[src/rtl/bcd_code_conv_seq.sv]
// ---- bcd_code_conv_seq : multi-digit BCD code converter, one digit per clock, valid/ready I/O ----
// ---- Rev 1.0 : initial release                                                                 ----
`default_nettype none

module bcd_code_conv_seq #(
  parameter int DIGITS = 4
) (
  input  logic                clk,
  input  logic                rst_n,
  input  logic                in_valid,
  output logic                in_ready,
  input  logic [4*DIGITS-1:0] din,
  input  logic [1:0]          mode,
  output logic                out_valid,
  input  logic                out_ready,
  output logic [4*DIGITS-1:0] dout,
  output logic [DIGITS-1:0]   err,
  output logic                any_err,
  output logic                busy
);

  localparam int CW = (DIGITS > 1) ? $clog2(DIGITS) : 1;

  typedef enum logic [1:0] {
    IDLE = 2'd0,
    CONV = 2'd1,
    DONE = 2'd2
  } state_t;

  state_t              state;
  state_t              state_nx;
  logic [4*DIGITS-1:0] din_q;
  logic [1:0]          mode_q;
  logic [CW-1:0]       cnt;
  logic [3:0]          cur_digit;
  logic [3:0]          cur_code;
  logic                cur_bad;
  logic                last_digit;

  // Returns {invalid, code}; invalid inputs map to code 0000.
  function automatic logic [4:0] conv_digit(input logic [1:0] m, input logic [3:0] d);
    logic [4:0] r;
    r = 5'b1_0000;
    case (m)
      2'd0: begin
        case (d)
          4'd0: r = 5'b0_0000;
          4'd1: r = 5'b0_0111;
          4'd2: r = 5'b0_0110;
          4'd3: r = 5'b0_0101;
          4'd4: r = 5'b0_0100;
          4'd5: r = 5'b0_1011;
          4'd6: r = 5'b0_1010;
          4'd7: r = 5'b0_1001;
          4'd8: r = 5'b0_1000;
          4'd9: r = 5'b0_1111;
          default: r = 5'b1_0000;
        endcase
      end
      2'd1: begin
        case (d)
          4'd0: r = 5'b0_0000;
          4'd1: r = 5'b0_0001;
          4'd2: r = 5'b0_0010;
          4'd3: r = 5'b0_0011;
          4'd4: r = 5'b0_0100;
          4'd5: r = 5'b0_1011;
          4'd6: r = 5'b0_1100;
          4'd7: r = 5'b0_1101;
          4'd8: r = 5'b0_1110;
          4'd9: r = 5'b0_1111;
          default: r = 5'b1_0000;
        endcase
      end
      2'd2: begin
        if (d <= 4'd9) r = {1'b0, d + 4'd3};
        else           r = 5'b1_0000;
      end
      default: begin
        case (d)
          4'b0000: r = 5'b0_0000;
          4'b0111: r = 5'b0_0001;
          4'b0110: r = 5'b0_0010;
          4'b0101: r = 5'b0_0011;
          4'b0100: r = 5'b0_0100;
          4'b1011: r = 5'b0_0101;
          4'b1010: r = 5'b0_0110;
          4'b1001: r = 5'b0_0111;
          4'b1000: r = 5'b0_1000;
          4'b1111: r = 5'b0_1001;
          default: r = 5'b1_0000;
        endcase
      end
    endcase
    return r;
  endfunction

  // Digit select by loop so DIGITS=1 needs no out-of-range part select.
  always_comb begin
    cur_digit = 4'd0;
    for (int k = 0; k < DIGITS; k++) begin
      if (cnt == CW'(k)) cur_digit = din_q[4*k +: 4];
    end
  end

  always_comb begin
    {cur_bad, cur_code} = conv_digit(mode_q, cur_digit);
  end

  assign last_digit = (cnt == CW'(DIGITS - 1));
  assign in_ready   = (state == IDLE);
  assign busy       = (state != IDLE);

  always_ff @(posedge clk or negedge rst_n) begin
    if (!rst_n) state <= IDLE;
    else        state <= state_nx;
  end

  always_comb begin
    state_nx = state;
    case (state)
      IDLE:    if (in_valid)   state_nx = CONV;
      CONV:    if (last_digit) state_nx = DONE;
      DONE:    if (out_ready)  state_nx = IDLE;
      default: state_nx = IDLE;
    endcase
  end

  always_ff @(posedge clk or negedge rst_n) begin
    if (!rst_n) begin
      din_q     <= '0;
      mode_q    <= 2'd0;
      cnt       <= '0;
      dout      <= '0;
      err       <= '0;
      any_err   <= 1'b0;
      out_valid <= 1'b0;
    end else begin
      case (state)
        IDLE: begin
          if (in_valid) begin
            din_q   <= din;
            mode_q  <= mode;
            dout    <= '0;
            err     <= '0;
            any_err <= 1'b0;
            cnt     <= '0;
          end
        end
        CONV: begin
          for (int k = 0; k < DIGITS; k++) begin
            if (cnt == CW'(k)) begin
              dout[4*k +: 4] <= cur_code;
              err[k]         <= cur_bad;
            end
          end
          if (last_digit) begin
            cnt       <= '0;
            out_valid <= 1'b1;
            // err bit for this digit was cleared at accept, so OR in the fresh flag.
            any_err   <= (|err) | cur_bad;
          end else begin
            cnt <= cnt + CW'(1);
          end
        end
        DONE: begin
          if (out_ready) out_valid <= 1'b0;
        end
        default: out_valid <= 1'b0;
      endcase
    end
  end

endmodule

`default_nettype wire

[config.mk]
export PLATFORM = sky130hd
export DESIGN_NAME = bcd_code_conv_seq
export DESIGN_NICKNAME = d
export VERILOG_FILES = /design/src/rtl/bcd_code_conv_seq.sv
export SDC_FILE = /design/constraint.sdc
export NUM_CORES = 1
export LEC_CHECK = 0
export BUFFER_PORTS_ARGS = -buffer_cell sky130_fd_sc_hd__buf_2
export CAP_MARGIN = 10
export CORE_MARGIN = 2
export CORE_UTILIZATION = 55
export DETAILED_ROUTE_END_ITERATION = 10
export HOLD_SLACK_MARGIN = 0.03
export PLACE_DENSITY = 0.83
export SLEW_MARGIN = 15
export SYNTH_ARGS = -nofsm -noshare
export SYNTH_HDL_FRONTEND = slang
export SYNTH_SLANG_ARGS = --single-unit
[constraint.sdc]
create_clock -name clk -period 3.29 [get_ports clk]
set_input_delay 0.658 -clock clk [delete_from_list [all_inputs] [get_ports clk]]
set_output_delay 0.658 -clock clk [all_outputs]
set_load 0.01 [all_outputs]
# Yosys cells after proc, flatten, opt, wreduce, memory -nomap -nowiden
# Memories as Yosys holds them, arrays and structs flattened.
# Index checks and enable logic that the tools add are counted.
dict set report classes {
  addsub 2
  n_lt_le_gt_ge 1
  n_eq_ne 13
  n_mux 31
  bitwise_logic 2
  reduce_logical 14
}
# cell n
set op_table {}
lappend op_table {{two-way mux 4 bit} 9}
lappend op_table {{case mux 16 bit (2 select lines)} 1}
lappend op_table {{AND reduction 3 bit} 6}
lappend op_table {{two-way mux 16 bit} 1}
lappend op_table {{case mux 5 bit (3 select lines)} 1}
lappend op_table {{inequality test 2 bit, second input constant} 6}
lappend op_table {{two-way mux 2 bit} 5}
lappend op_table {{equality test 2 bit, second input constant} 4}
lappend op_table {{two-way mux 1 bit} 8}
lappend op_table {{case mux 4 bit (2 select lines)} 1}
lappend op_table {{equality test 2 x 1 -> 1 bit, second input constant} 3}
lappend op_table {{zero test 2 bit} 3}
lappend op_table {{case mux 2 bit (3 select lines)} 1}
lappend op_table {{two-way mux 5 bit} 1}
lappend op_table {{adder 4 x 2 -> 4 bit, second input constant} 1}
lappend op_table {{<= comparator 4 bit, second input constant} 1}
lappend op_table {{case mux 2 bit (2 select lines)} 1}
lappend op_table {{AND reduction 2 bit} 2}
lappend op_table {{nonzero test 2 bit} 2}
lappend op_table {{OR reduction 4 bit} 1}
lappend op_table {{case mux 1 bit (3 select lines)} 1}
lappend op_table {{adder 2 x 1 -> 2 bit, second input constant} 1}
lappend op_table {{case mux 1 bit (2 select lines)} 1}
lappend op_table {{NOT 1 bit} 1}
lappend op_table {{bitwise OR 1 bit} 1}
dict set report totals {
  register_bits 44
  mem_bits_ro 240
  inputBits 22
  output_inout_bits 24
  elab_cells 80
  memories 3
}
# memory words width rd rd_ports_with_merged_regs write_ports line
set mem_list {}
lappend mem_list {{(no name shown)} 16 5 1 0 0 46} ;# case (d)
lappend mem_list {{(no name shown)} 16 5 1 0 0 61} ;# case (d)
lappend mem_list {{(no name shown)} 16 5 1 0 0 80} ;# case (d)

# Logic depth before layout (Yosys ltp)
dict set report depth {
  depth_word 11
  ltp_mapped 13
  ltp_nobuf 12
}

# Worst setup path after synthesis
# No wires, ideal clock.
dict set report synth_timing {
  kind {flip-flop to flip-flop}
  start {reg cnt[0]}
  end {reg dout[10]}
  setup_ns 0.065
  arrival_time_ns 2.659
  required_ns 3.225
  slack_ns 0.566
  path_stages_with_launch 13
  path_buffers 1
  synth_period_minus_slack_ns 2.724
  cell_sequence {dfrtp_1 > ha_1 > buf_4 > nand3b_1 > a221oi_2 > inv_1 > ha_1 > inv_1 > ha_1 > nand3_1 > a31o_1 > a31oi_2 > mux2_2}
}
dict set report synth_between {
  elab_chain_len 10
  word_cells_on_any_way 19
  cone_classes {add/sub (1); order compare (1); eq/ne (4); mux (8); reduce/logical (2); memory (3)}
}
# item line
set synth_lines {}
lappend synth_lines {{start: declaration} 34} ;# logic [CW-1:0] cnt;
lappend synth_lines {{start signal: assignment} 163} ;# cnt <= cnt + CW'(1);
lappend synth_lines {{zero test 2 bit} 102} ;# if (cnt == CW'(k)) cur_digit = din_q[4*k +: 4];
lappend synth_lines {{two-way mux 4 bit (4 in a row)} 102}
lappend synth_lines {{adder 4 x 2 -> 4 bit or <= comparator 4 bit (tied branches)} 76} ;# if (d <= 4'd9) r = {1'b0, d + 4'd3};
lappend synth_lines {{two-way mux 5 bit} 76}
lappend synth_lines {{case mux 5 bit (3 select lines)} 44} ;# case (m)
lappend synth_lines {{two-way mux 4 bit} 152} ;# if (cnt == CW'(k)) begin
lappend synth_lines {{case mux 16 bit (2 select lines)} 139} ;# case (state)
lappend synth_lines {{end signal: indexed assignment} 153} ;# dout[4*k +: 4] <= cur_code;
lappend synth_lines {{end: declaration} 16} ;# output logic [4*DIGITS-1:0] dout,
# Parallel ways exist; a longest one is shown, timed or not. The select of a mux whose other input is x is not followed.
# A chain may end at the register's enable or synchronous reset.

# Worst setup path after layout
dict set report layout_timing {
  start {reg cnt[1]}
  end {reg dout[14]}
}
# Same word-level chain as after synthesis.

==> results by group <==
Clock network
  • Post-CTS Setup Bufs: 0
  • Latest clock arrival within the worst-skew pair: 0.30 ns
  • Hold buffers post-CTS: 0
  • CTS tree: yes
  • Worst-path clk slew: 0.08 ns
  • H-tree levels: 2
  • CTS sink cnt: 44
  • CTS buffer count: 5
  • CTS resizes: 0
  • Max clock buf depth: 2
  • Clk root buf: clkbuf_8

Power
  • Lkg Pwr: 1.37 nW
  • Max VDD drop: 0.608 mV
  • PwrDens: 1250 nW/µm²
  • Overall Power: 3.50 mW

Floorplanning
  • Initial Utilization: 0.565
  • Die X: 70.4 µm
  • Height of the die: 70.4 µm
  • Core area: 4290 µm²
  • Std cell rows: 24
  • Die area: 4960 µm²
  • IO Pins: 46

Critical path
  • Worst Setup End Kind: flip-flop
  • Critical path class: flip-flop to flip-flop
  • Worst Setup Start Kind: flip-flop
  • Critical path, cell by cell: inv_1, ha_1, nor2b_4, a221o_1, nand2_2, ha_1, inv_1, ha_1, and2_1, o21ai_0, a31oi_2, mux2_2
  • CP most frequent cell: ha_1
  • Cell family with the largest share of critical-path delay: adder cells
  • Slowest-stage cell, CP: ha_1
  • Required @ worst endpoint: 3.48 ns
  • CP max stage delay: 0.48 ns
  • Crit path DAT: 3.20 ns
  • Max FO, Critical Path: 10
  • Cell count of the worst reg-to-reg path: 12
  • WP depth: 12
  • Worst R2R Setup Slack: 0.28 ns
  • Worst path bufs/invs: 2

Finish
  • Area Growth Syn to Fin: 15.4%
  • N_diodes: 0
  • # nets final: 345
  • Final cell count without fillers: 364
  • Share of cells above drive strength 1: 0.234

Timing
  • Max Slew Vio Count: 0
  • Final Hold Vio Count: 0
  • Worst-Margin Slew: 0.943 ns
  • Crit path time final: 3.01 ns
  • Fin Setup TNS: 0 ns
  • Final period utilization: 0.916
  • Unrepaired setup endpoints after global routing: no
  • Skew final: 0.00773 ns
  • Max Clk Rate: 332 MHz
  • Final setup violating endpoints: 0
  • Max-slew headroom: 0.372

Route
  • Final wirelength: 5540 µm
  • Wire per inst: 15.2 µm
  • Post-DRT Antenna Nets: 0
  • DRC viols: 0
  • Vias per cell: 5.86
  • DRT iter0 DRCs: 143
  • TritonRoute pass-1 iters: 4
  • Vias: 2132

Synth
  • Primary FF master, synth: dfrtp_1
  • Post-synthesis sequential area ratio: 0.454
  • Synth unique cells: 51
  • #FFs+latches synth: 44
  • Cells after Synth: 266
  • Synth warn: 0
  • Cell area after synthesis: 2430 µm²
  • Syn nets: 300
  • Synthesized area per cell: 9.12 µm²
  • Async SR Flop Fraction: 1.00
  • EDFF count, synth: 0

Global route
  • Largest net degree at the start of global routing: 45
  • Vias in the first global route: 2001
  • Initial antenna violation count: 0
  • Total GRT Usage: 0.240
  • Total gr overflow: 0
  • Global-route wire length before repair: 9340 µm

Status
  • Status: complete, no violations

Worst hold path
  • Hold path depth: 2
  • Hold Crit Class: flip-flop to flip-flop

Placement
  • HPWL Detailed: 4190 µm
  • Placed insts: 356
  • RD Place Congestion: 0.999
  • I/O Buffers: 45

Job
  • Number of max-cap violations: 0
cell usage after synthesis (all sizes together) (2+ instances only):
cell type / instances / area, µm²
a311oi: 2 / 30.0
o31ai: 6 / 45.0
nand2: 77 / 294
nor2b: 2 / 20.0
o211ai: 3 / 27.5
nor4: 2 / 12.5
nand3: 5 / 25.0
clkbuf: 5 / 18.8
a221oi: 4 / 65.1
mux2: 4 / 45.0
a21oi: 11 / 55.1
ha: 12 / 150
o21ai: 26 / 130
nor2: 10 / 40.0
dfrtp: 44 / 1100
o21a: 2 / 15.0
a211oi: 2 / 15.0
inv: 10 / 37.5
nand2b: 7 / 43.8
a221o: 4 / 40.0
a2bb2oi: 2 / 17.5
a31oi: 3 / 25.0
and2: 3 / 18.8
buf: 4 / 21.3
layer usage:
metal,track usage,vias up,share of wire
met2,0.400,99,0.48
met5,0,-,0
li1,-,1023,-
met4,0.0962,0,0.018
met1,0.301,998,0.42
met3,0.0534,12,0.073
cell families (layout without fill, tap and decap cells):
family | count (synthesis) | in the layout | share of synthesized area
flops | 44 | 44 | 0.454
buf+inv | 20 | 66 | 0.0335
mux | 4 | 4 | 0.0186
simple gates | 111 | 111 | 0.202
compound gates | 75 | 75 | 0.231
fa+ha+maj | 12 | 12 | 0.0619
layout make-up:
type / instances / area, µm²
Multi-Input combinational cell: 202 / 1240
Timing Repair Buffer: 47 / 240
Clock inverter: 2 / 35.0
Clock buffer: 6 / 72.6
Sequential cell: 44 / 1100
Fill cell: 368 / 1500
Tap cell: 52 / 65.1
Inverter: 11 / 41.3
cell usage in the layout (no fill, tap or decap), types with 3 or more instances in the layout:
cell	instances
buf_2	45
clkbuf_8	5
o21ai_1	16
a221o_1	4
mux2_2	4
nand2b_1	7
dfrtp_1	44
ha_1	12
nand2_1	75
nand3_1	5
o21ai_0	10
and2_1	3
inv_1	9
a21oi_1	11
nor2_1	9
o31ai_1	6
state kept, by name, indices dropped and copies added (netlist names):
signal / count
state: 2
cnt: 2
any_err: 1
din_q: 16
mode_q: 2
dout: 16
out_valid: 1
err: 4
per-stage QoR:
step	cell area, µm²	setup WS, ns	util	hold slack, ns
global route	2800	0.148	0.652	0.499
detailed placement	2690	0.309	0.627	0.458
CTS	2800	0.295	0.652	0.478
global placement	2690	0.478	0.627	0.451
finish	2800	0.277	0.652	0.473
floorplan	2430	0.566	-	0.362
worst paths after layout:
path / end / from
hold reg to reg: din_q[14] / din_q[14]
max in group asynchronous: din_q[11] / rst_n
setup / recovery: dout[14] / cnt[1]
setup reg to reg: dout[14] / cnt[1]
min in group asynchronous: dout[12] / rst_n
hold / removal: din_q[14] / din_q[14]
worst min-delay path, delay by kind of cell, from the launching register on:
family	cells	cell delay [ns]
and+or+nand+nor	2	0.10
DFF	1	0.34
power by group:
group / switching, mW / internal [mW] / total (mW)
sequential: 0.172 / 0.766 / 0.938
clock: 0.177 / 0.225 / 0.402
combinational: 1.36 / 0.799 / 2.16
Note: power is estimated with default switching activity, not from simulation.
